--- src/rtl/conv_param_mac_if.sv ---
// conv_param_mac_if: stream bundle for the parametrised convolution MAC.
//   X input stream   : s_valid_x / s_ready_x / s_data_in_x (signed DATA_WIDTH_X)
//   F input stream   : s_valid_f / s_ready_f / s_data_in_f (signed DATA_WIDTH_F)
//   keep_f           : filter retention request, sampled on the last output handshake
//   Y output stream  : m_valid_y / m_ready_y / m_data_out_y (signed OUT_WIDTH), sat_flag
// Modports: slave = the MAC itself, master = the block feeding and draining it.
interface conv_param_mac_if #(
  parameter int DATA_WIDTH_X = 8,
  parameter int DATA_WIDTH_F = 8,
  parameter int OUT_WIDTH    = 21
);
  logic                           s_valid_x;
  logic                           s_ready_x;
  logic signed [DATA_WIDTH_X-1:0] s_data_in_x;
  logic                           s_valid_f;
  logic                           s_ready_f;
  logic signed [DATA_WIDTH_F-1:0] s_data_in_f;
  logic                           keep_f;
  logic                           m_valid_y;
  logic                           m_ready_y;
  logic signed [OUT_WIDTH-1:0]    m_data_out_y;
  logic                           sat_flag;

  modport slave (
    input  s_valid_x, s_data_in_x, s_valid_f, s_data_in_f, keep_f, m_ready_y,
    output s_ready_x, s_ready_f, m_valid_y, m_data_out_y, sat_flag
  );

  modport master (
    output s_valid_x, s_data_in_x, s_valid_f, s_data_in_f, keep_f, m_ready_y,
    input  s_ready_x, s_ready_f, m_valid_y, m_data_out_y, sat_flag
  );
endinterface

--- src/rtl/conv_param_mac.sv ---
// conv_param_mac: buffers one X vector and one F vector, then computes
//   y[n] = sum_{k=0..F_SIZE-1} x[n+k]*f[k],  n = 0..X_SIZE-F_SIZE
// with a read / multiply / accumulate pipeline, one output at a time.
// Ports:
//   clk   - clock
//   reset - asynchronous, active-low
//   io    - conv_param_mac_if.slave: X and F input streams, keep_f,
//           Y output stream with sat_flag
// The filter can be retained across X vectors (keep_f on the final output
// handshake), in which case only X has to be reloaded.
module conv_param_mac #(
  parameter int DATA_WIDTH_X = 8,
  parameter int DATA_WIDTH_F = 8,
  parameter int X_SIZE       = 128,
  parameter int F_SIZE       = 32,
  parameter int ACC_SIZE     = DATA_WIDTH_X + DATA_WIDTH_F + $clog2(F_SIZE),
  parameter int OUT_WIDTH    = ACC_SIZE,
  parameter bit SAT_EN       = 1'b0
) (
  input  logic            clk,
  input  logic            reset,
  conv_param_mac_if.slave io
);

  localparam int PW = DATA_WIDTH_X + DATA_WIDTH_F;
  localparam int XA = $clog2(X_SIZE);
  localparam int FA = $clog2(F_SIZE);

  localparam logic [XA-1:0] X_LAST = XA'(X_SIZE - 1);
  localparam logic [XA-1:0] N_LAST = XA'(X_SIZE - F_SIZE);
  localparam logic [FA-1:0] F_LAST = FA'(F_SIZE - 1);

  // Signed OUT_WIDTH limits, expressed at accumulator width for comparison.
  localparam logic signed [ACC_SIZE-1:0] SAT_MAX =
    {{(ACC_SIZE-OUT_WIDTH+1){1'b0}}, {(OUT_WIDTH-1){1'b1}}};
  localparam logic signed [ACC_SIZE-1:0] SAT_MIN =
    {{(ACC_SIZE-OUT_WIDTH+1){1'b1}}, {(OUT_WIDTH-1){1'b0}}};

  typedef enum logic [1:0] {ST_LOAD, ST_COMP, ST_DRAIN, ST_OUT} state_t;

  function automatic logic clip_hit(input logic signed [ACC_SIZE-1:0] a);
    return SAT_EN && ((a > SAT_MAX) || (a < SAT_MIN));
  endfunction

  function automatic logic signed [OUT_WIDTH-1:0] clip(input logic signed [ACC_SIZE-1:0] a);
    logic signed [OUT_WIDTH-1:0] r;
    r = a[OUT_WIDTH-1:0];
    if (SAT_EN && (a > SAT_MAX)) r = SAT_MAX[OUT_WIDTH-1:0];
    else if (SAT_EN && (a < SAT_MIN)) r = SAT_MIN[OUT_WIDTH-1:0];
    return r;
  endfunction

  logic signed [DATA_WIDTH_X-1:0] x_mem [X_SIZE];
  logic signed [DATA_WIDTH_F-1:0] f_mem [F_SIZE];

  state_t                      state;
  logic [XA-1:0]               x_ptr;
  logic [FA-1:0]               f_ptr;
  logic                        x_rdy;
  logic                        f_rdy;
  logic [XA-1:0]               n_idx;
  logic [FA-1:0]               k_idx;
  logic                        vld_p0;
  logic                        first_p0;
  logic                        last_p0;
  logic                        vld_p1;
  logic                        first_p1;
  logic                        last_p1;
  logic                        out_vld;
  logic signed [OUT_WIDTH-1:0] out_data;
  logic                        out_sat;

  logic signed [DATA_WIDTH_X-1:0] x_rd_p0;
  logic signed [DATA_WIDTH_F-1:0] f_rd_p0;
  logic signed [PW-1:0]           prod_p1;
  logic signed [ACC_SIZE-1:0]     acc_p2;
  logic signed [ACC_SIZE-1:0]     prod_ext;
  logic signed [ACC_SIZE-1:0]     acc_next;

  logic          x_wr;
  logic          f_wr;
  logic [XA-1:0] x_addr;

  assign x_wr   = io.s_valid_x && x_rdy;
  assign f_wr   = io.s_valid_f && f_rdy;
  assign x_addr = n_idx + XA'(k_idx);

  // The first product of each output loads the accumulator directly.
  always_comb begin
    prod_ext = ACC_SIZE'(prod_p1);
    acc_next = first_p1 ? prod_ext : (acc_p2 + prod_ext);
  end

  always_ff @(posedge clk or negedge reset) begin
    if (!reset) begin
      state    <= ST_LOAD;
      x_ptr    <= '0;
      f_ptr    <= '0;
      x_rdy    <= 1'b1;
      f_rdy    <= 1'b1;
      n_idx    <= '0;
      k_idx    <= '0;
      vld_p0   <= 1'b0;
      first_p0 <= 1'b0;
      last_p0  <= 1'b0;
      vld_p1   <= 1'b0;
      first_p1 <= 1'b0;
      last_p1  <= 1'b0;
      out_vld  <= 1'b0;
      out_data <= '0;
      out_sat  <= 1'b0;
    end else begin
      vld_p0   <= 1'b0;
      first_p0 <= 1'b0;
      last_p0  <= 1'b0;
      vld_p1   <= vld_p0;
      first_p1 <= first_p0;
      last_p1  <= last_p0;
      case (state)
        ST_LOAD: begin
          // Ready drops on the edge that writes the last slot; the pointer
          // parks there until the vector is released.
          if (x_wr) begin
            if (x_ptr == X_LAST) x_rdy <= 1'b0;
            else                 x_ptr <= x_ptr + 1'b1;
          end
          if (f_wr) begin
            if (f_ptr == F_LAST) f_rdy <= 1'b0;
            else                 f_ptr <= f_ptr + 1'b1;
          end
          if (!x_rdy && !f_rdy) begin
            state <= ST_COMP;
            k_idx <= '0;
          end
        end
        ST_COMP: begin
          vld_p0   <= 1'b1;
          first_p0 <= (k_idx == '0);
          last_p0  <= (k_idx == F_LAST);
          if (k_idx == F_LAST) state <= ST_DRAIN;
          else                 k_idx <= k_idx + 1'b1;
        end
        ST_DRAIN: begin
          if (vld_p1 && last_p1) begin
            out_vld  <= 1'b1;
            out_data <= clip(acc_next);
            out_sat  <= clip_hit(acc_next);
            state    <= ST_OUT;
          end
        end
        ST_OUT: begin
          if (io.m_ready_y) begin
            out_vld <= 1'b0;
            out_sat <= 1'b0;
            if (n_idx == N_LAST) begin
              state <= ST_LOAD;
              n_idx <= '0;
              x_ptr <= '0;
              x_rdy <= 1'b1;
              if (!io.keep_f) begin
                f_ptr <= '0;
                f_rdy <= 1'b1;
              end
            end else begin
              n_idx <= n_idx + 1'b1;
              k_idx <= '0;
              state <= ST_COMP;
            end
          end
        end
        default: state <= ST_LOAD;
      endcase
    end
  end

  // Memories and pipeline datapath carry no reset; validity is tracked above.
  always_ff @(posedge clk) begin
    if (x_wr) x_mem[x_ptr] <= io.s_data_in_x;
    if (f_wr) f_mem[f_ptr] <= io.s_data_in_f;
    // p0: synchronous read of x[n+k], f[k]
    x_rd_p0 <= x_mem[x_addr];
    f_rd_p0 <= f_mem[k_idx];
    // p1: registered product
    prod_p1 <= x_rd_p0 * f_rd_p0;
    // p2: accumulate
    if (vld_p1) acc_p2 <= acc_next;
  end

  assign io.s_ready_x    = x_rdy;
  assign io.s_ready_f    = f_rdy;
  assign io.m_valid_y    = out_vld;
  assign io.m_data_out_y = out_data;
  assign io.sat_flag     = out_sat;

endmodule

--- src/flat_wrapper.sv ---
// flat-port wrapper written by rule: the top's interface ports become plain ports
module conv_param_mac_flat 
#(
  parameter int DATA_WIDTH_X = 8,
  parameter int DATA_WIDTH_F = 8,
  parameter int X_SIZE       = 128,
  parameter int F_SIZE       = 32,
  parameter int ACC_SIZE     = DATA_WIDTH_X + DATA_WIDTH_F + $clog2(F_SIZE),
  parameter int OUT_WIDTH    = ACC_SIZE,
  parameter bit SAT_EN       = 1'b0
)
  (clk, reset, io_s_valid_x, io_s_data_in_x, io_s_valid_f, io_s_data_in_f, io_keep_f, io_m_ready_y, io_s_ready_x, io_s_ready_f, io_m_valid_y, io_m_data_out_y, io_sat_flag);
  conv_param_mac_if #(.DATA_WIDTH_X(DATA_WIDTH_X), .DATA_WIDTH_F(DATA_WIDTH_F), .OUT_WIDTH(OUT_WIDTH)) io_i ();
  input  logic clk;
  input  logic reset;
  input wire logic [$bits(io_i.s_valid_x)-1:0] io_s_valid_x;
  input wire logic [$bits(io_i.s_data_in_x)-1:0] io_s_data_in_x;
  input wire logic [$bits(io_i.s_valid_f)-1:0] io_s_valid_f;
  input wire logic [$bits(io_i.s_data_in_f)-1:0] io_s_data_in_f;
  input wire logic [$bits(io_i.keep_f)-1:0] io_keep_f;
  input wire logic [$bits(io_i.m_ready_y)-1:0] io_m_ready_y;
  output wire logic [$bits(io_i.s_ready_x)-1:0] io_s_ready_x;
  output wire logic [$bits(io_i.s_ready_f)-1:0] io_s_ready_f;
  output wire logic [$bits(io_i.m_valid_y)-1:0] io_m_valid_y;
  output wire logic [$bits(io_i.m_data_out_y)-1:0] io_m_data_out_y;
  output wire logic [$bits(io_i.sat_flag)-1:0] io_sat_flag;
  assign io_i.s_valid_x = io_s_valid_x;
  assign io_i.s_data_in_x = io_s_data_in_x;
  assign io_i.s_valid_f = io_s_valid_f;
  assign io_i.s_data_in_f = io_s_data_in_f;
  assign io_i.keep_f = io_keep_f;
  assign io_i.m_ready_y = io_m_ready_y;
  assign io_s_ready_x = io_i.s_ready_x;
  assign io_s_ready_f = io_i.s_ready_f;
  assign io_m_valid_y = io_i.m_valid_y;
  assign io_m_data_out_y = io_i.m_data_out_y;
  assign io_sat_flag = io_i.sat_flag;
  conv_param_mac #(.DATA_WIDTH_X(DATA_WIDTH_X), .DATA_WIDTH_F(DATA_WIDTH_F), .X_SIZE(X_SIZE), .F_SIZE(F_SIZE), .ACC_SIZE(ACC_SIZE), .OUT_WIDTH(OUT_WIDTH), .SAT_EN(SAT_EN)) u_core (.clk(clk), .reset(reset), .io(io_i));
endmodule
--- config.mk ---
export PLATFORM = sky130hd
export DESIGN_NAME = conv_param_mac_flat
export DESIGN_NICKNAME = d
export VERILOG_FILES = /design/src/rtl/conv_param_mac_if.sv /design/src/rtl/conv_param_mac.sv /design/src/flat_wrapper.sv
export SDC_FILE = /design/constraint.sdc
export NUM_CORES = 1
export LEC_CHECK = 0
export BUFFER_PORTS_ARGS = -buffer_cell sky130_fd_sc_hd__buf_2
export CAP_MARGIN = 30
export CELL_PAD_IN_SITES_DETAIL_PLACEMENT = 0
export CELL_PAD_IN_SITES_GLOBAL_PLACEMENT = 1
export CORE_MARGIN = 2
export CORE_UTILIZATION = 50
export DETAILED_ROUTE_END_ITERATION = 8
export GPL_TIMING_DRIVEN = 0
export MAX_ROUTING_LAYER = met4
export PLACE_DENSITY_LB_ADDON = 0.1
export SYNTH_ARGS = -nofsm -noshare
export SYNTH_HDL_FRONTEND = slang
export SYNTH_SLANG_ARGS = --single-unit
export TNS_END_PERCENT = 10
--- constraint.sdc ---
create_clock -name clk -period 4.4 [get_ports clk]
set_input_delay 0.44 -clock clk [delete_from_list [all_inputs] [get_ports clk]]
set_output_delay 0.44 -clock clk [all_outputs]
set_load 0.05 [all_outputs]
==> results.md <==
- CP startpoint kind: flip-flop
- YS warnings: 0
- Width of the die: 342 um
- Reg-to-Reg Start: u_core.k_idx[1]$_DFFE_PN0P_
- Nets@finish: ~3300
- Total CTS buffers: 144
- Crit-path slowest cell: fa_1
- Largest net degree at the start of global routing: between 80 and 90
- Period utilization: 100%
- Max Clk Rate: 227 MHz
- Vias/cell: around 6
- Critical path endpoint category: flip-flop
- Top cells by count, synth: edfxtp_1 (1301), mux4_2 (400), nor2_1 (202)
- First-pass GRT wire length: 200000 um
- M2 GR Usage: 37.0%
- Synthesized flop and latch total: 1389
- Avg Inst Size Synth: 19.9 sq um
- Buffers on Ports: between 40 and 50
- Largest area contributor in the netlist: edfxtp_1
- Total power: 27.4 mW
- Post-synth top flop: edfxtp_1
- Worst-skew pair later-pin latency: around 0.76 ns
- Wirelength, routed: ~140000 um
- Iter 0 DRT Violations: 3076
- Fin crit period: 4.41 ns
- Worst setup path startpoint: u_core.k_idx[1]$_DFFE_PN0P_
- CTS tree: done
- TritonRoute pass-1 iters: 7
- Diodes inserted: 0
- Hold WC Path Type: in2reg
- Slew Viols, Final: 0
- GR Overflow Total: 0
- Layout cells sized above 1: 25.2%
- Post-synth net total: about 3000
- Initial antenna violation count: 2
- Failing checks: negative setup slack
- Core Area: 114000 sq um
- GP Congestion: 0.872
- Post-Syn Area: 57300 sq um
- Post-synthesis cell count: 2873
- Crit-path max FO: 10
- Die Area: approximately 120000 sq um
- Clk slew on worst S/H paths: 0.06 ns
- Clock Sinks: 1389
- RSZ-0062 raised after global routing: true
- Initial Util: 50.2%
- Pwr per Cell Area: 420 nW/um^2
- Worst setup path class: reg2reg
- Core Rows: around 120
- Post-synthesis cell type count: 60
- Leak: 21.9 nW
- CP Cell Sequence: fa_1 -> buf_2 -> clkbuf_1 -> mux4_2 -> mux4_2 -> mux2i_1 -> a22o_1 -> a221oi_1
- CP required: roughly 5 ns
- MaxCap Viol Count: 0
- Most common cell in the netlist: edfxtp_1
- Die Y: approximately 340 um
- Seq/Total Area, Yosys: 71.8%
- Critical path's largest stage delay: about 0.73 ns
- Fin. Hold Viols: 0
- Skew final: roughly 0.033 ns
- Vias in the first global route: 29000
- DP HPWL: 93800 um
- Setup WS post-layout: -0.00769 ns
- CP most frequent cell: mux4_2
- Busiest layer in global routing: met2
- Maximum VDD drop: ~0.35 mV
- Design area: ~65000 sq um
- Final setup fails: 1
- Clk buf depth: 3
- Met1 usage: about a third
- Vias: approximately 29000
- Post-synth ARST share: 4.03%
- Placed cell area: 60000 sq um
- Routed Antenna Nets: 0
- Routed WL per cell: 29.0 um
- Gr usage total: 24.6%
- Post-synth EDFFs: 1301
- Run status: finished with violations
- Area fraction of the dominant cell type after synthesis: 68.2%
- Hold Startpoint: io_m_ready_y
- Slew headroom: 32.1%
- Grt met3 use: 4.72%
- H-Tree Level Count: 4
- Critical path arrival: 4.95 ns
- IO Pins: 47
- Leading cell types by total area after synthesis: edfxtp_1 (68%), mux4_2 (16%), dfrtp_1 (2.4%)
- Area growth syn-to-layout: 13.6%
- Worst Tran Pin Value: ~1.0 ns
- Clock root buffer: clkbuf_16
- Post-route DRC: 0
stage by stage:
stage	setup TNS, ns	setup slack [ns]	hold WS, ns	util, %	cells
finish	-0.00769	-0.00769	0.0418	57.1	4736
detailed placement	-1.21	-0.203	0.336	52.6	4466
CTS	-0.123	-0.0796	0.0110	56.9	4726
global route	-0.113	-0.0520	0.0490	57.1	4736
floorplan	0	0.225	0.144	-	2873
global placement	-1.91	-0.522	0.333	52.1	4430
registers in the layout (all words and copies together) (netlist names), 2 cells and up:
signal and flops:
u_core.acc_p2 21, u_core.f_mem 256, u_core.f_ptr 5, u_core.f_rd_p0 8, u_core.io.m_data_out_y 21, u_core.k_idx 5
u_core.n_idx 7, u_core.prod_p1 16, u_core.state 2, u_core.x_mem 1024, u_core.x_ptr 7, u_core.x_rd_p0 8
worst max-delay path, delay by kind of cell, from the launching register on:
family	cells	cell delay [ns]
adder cells (fa/ha/maj)	1	0.73
buffers and inverters	2	1.04
multiplexers	3	1.36
AO/OA/AOI/OAI	2	0.48
flip-flops	1	0.56
logic make-up (layout without fill, tap and decap cells):
logic type | after synthesis | in the layout | synth area share (%)
AOI/OAI and AO/OA | 151 | 151 | 1.73
adders and majority gates | 126 | 126 | 3.50
muxes | 468 | 468 | 17.0
and+or+nand+nor | 463 | 463 | 3.68
buffers and inverters | 239 | 590 | 1.77
DFF | 1389 | 1389 | 71.8
xor gates and xnor gates | 36 | 36 | 0.577
other | 1 | 1 | 0.00655
final timing paths:
kind	end	slack, ns	depth (start not counted)
worst max-delay path	u_core.x_rd_p0[2]$_DFF_P_	-0.008	8
worst min-delay path	u_core.io.m_valid_y$_DFFE_PN0P_	0.04	4
worst max register to register	u_core.x_rd_p0[2]$_DFF_P_	-0.008	8
worst min register to register	u_core.vld_p1$_DFF_PN0_	0.35	0
max in group asynchronous	u_core.n_idx[6]$_DFFE_PN0P_	3.50	2
min in group asynchronous	u_core.f_ptr[1]$_DFFE_PN0P_	0.34	2
what timing repair did:
| action | 4_1_cts | 5_1_grt |
|---|---|---|
| setup buffers | 0 | 0 |
| hold buffers | 1 | 0 |
| endpoints found under the hold margin | 54 | 0 |
| setup endpoints to repair | 10 | 10 |
| gates resized for setup | 7 | 26 |
| pin swaps | 0 | 3 |
power by group:
group          total [mW]  internal (mW)  switching [mW]
registers            14.4           14.4               0
logic               0.243         0.0305           0.212
clock network        12.7           7.64            5.05
layout make-up:
cell class                      instances  area [sq um]
Timing Repair Buffer                   92           916
Inverter                              114           428
Clock inverter                         78          1050
Fill cell                            8504         48900
Clock buffer                          181          3890
Tap cell                             1512          1890
Multi-Input combinational cell       1245         15200
Buffer                                125           594
Sequential cell                      1389         41100
metal layers:
metal	part of all wire, %	up-vias
li1	-	12000
met1	43	15300
met2	47	1066
met3	7.4	202
met4	2.6	0
met5	0	-
layout by cell type (no fill, tap or decap), types with 40 or more instances in the layout:
| master | n |
|---|---|
| fa_1 | 57 |
| dfrtp_1 | 54 |
| buf_2 | 71 |
| mux2i_1 | 40 |
| and2_1 | 47 |
| ha_1 | 68 |
| nor2_1 | 202 |
| o21ai_0 | 42 |
| clkbuf_1 | 90 |
| edfxtp_1 | 1301 |
| inv_1 | 114 |
| nand2_1 | 103 |
| mux4_2 | 400 |
| clkbuf_16 | 149 |
Note: power is estimated with default switching activity, not from simulation.
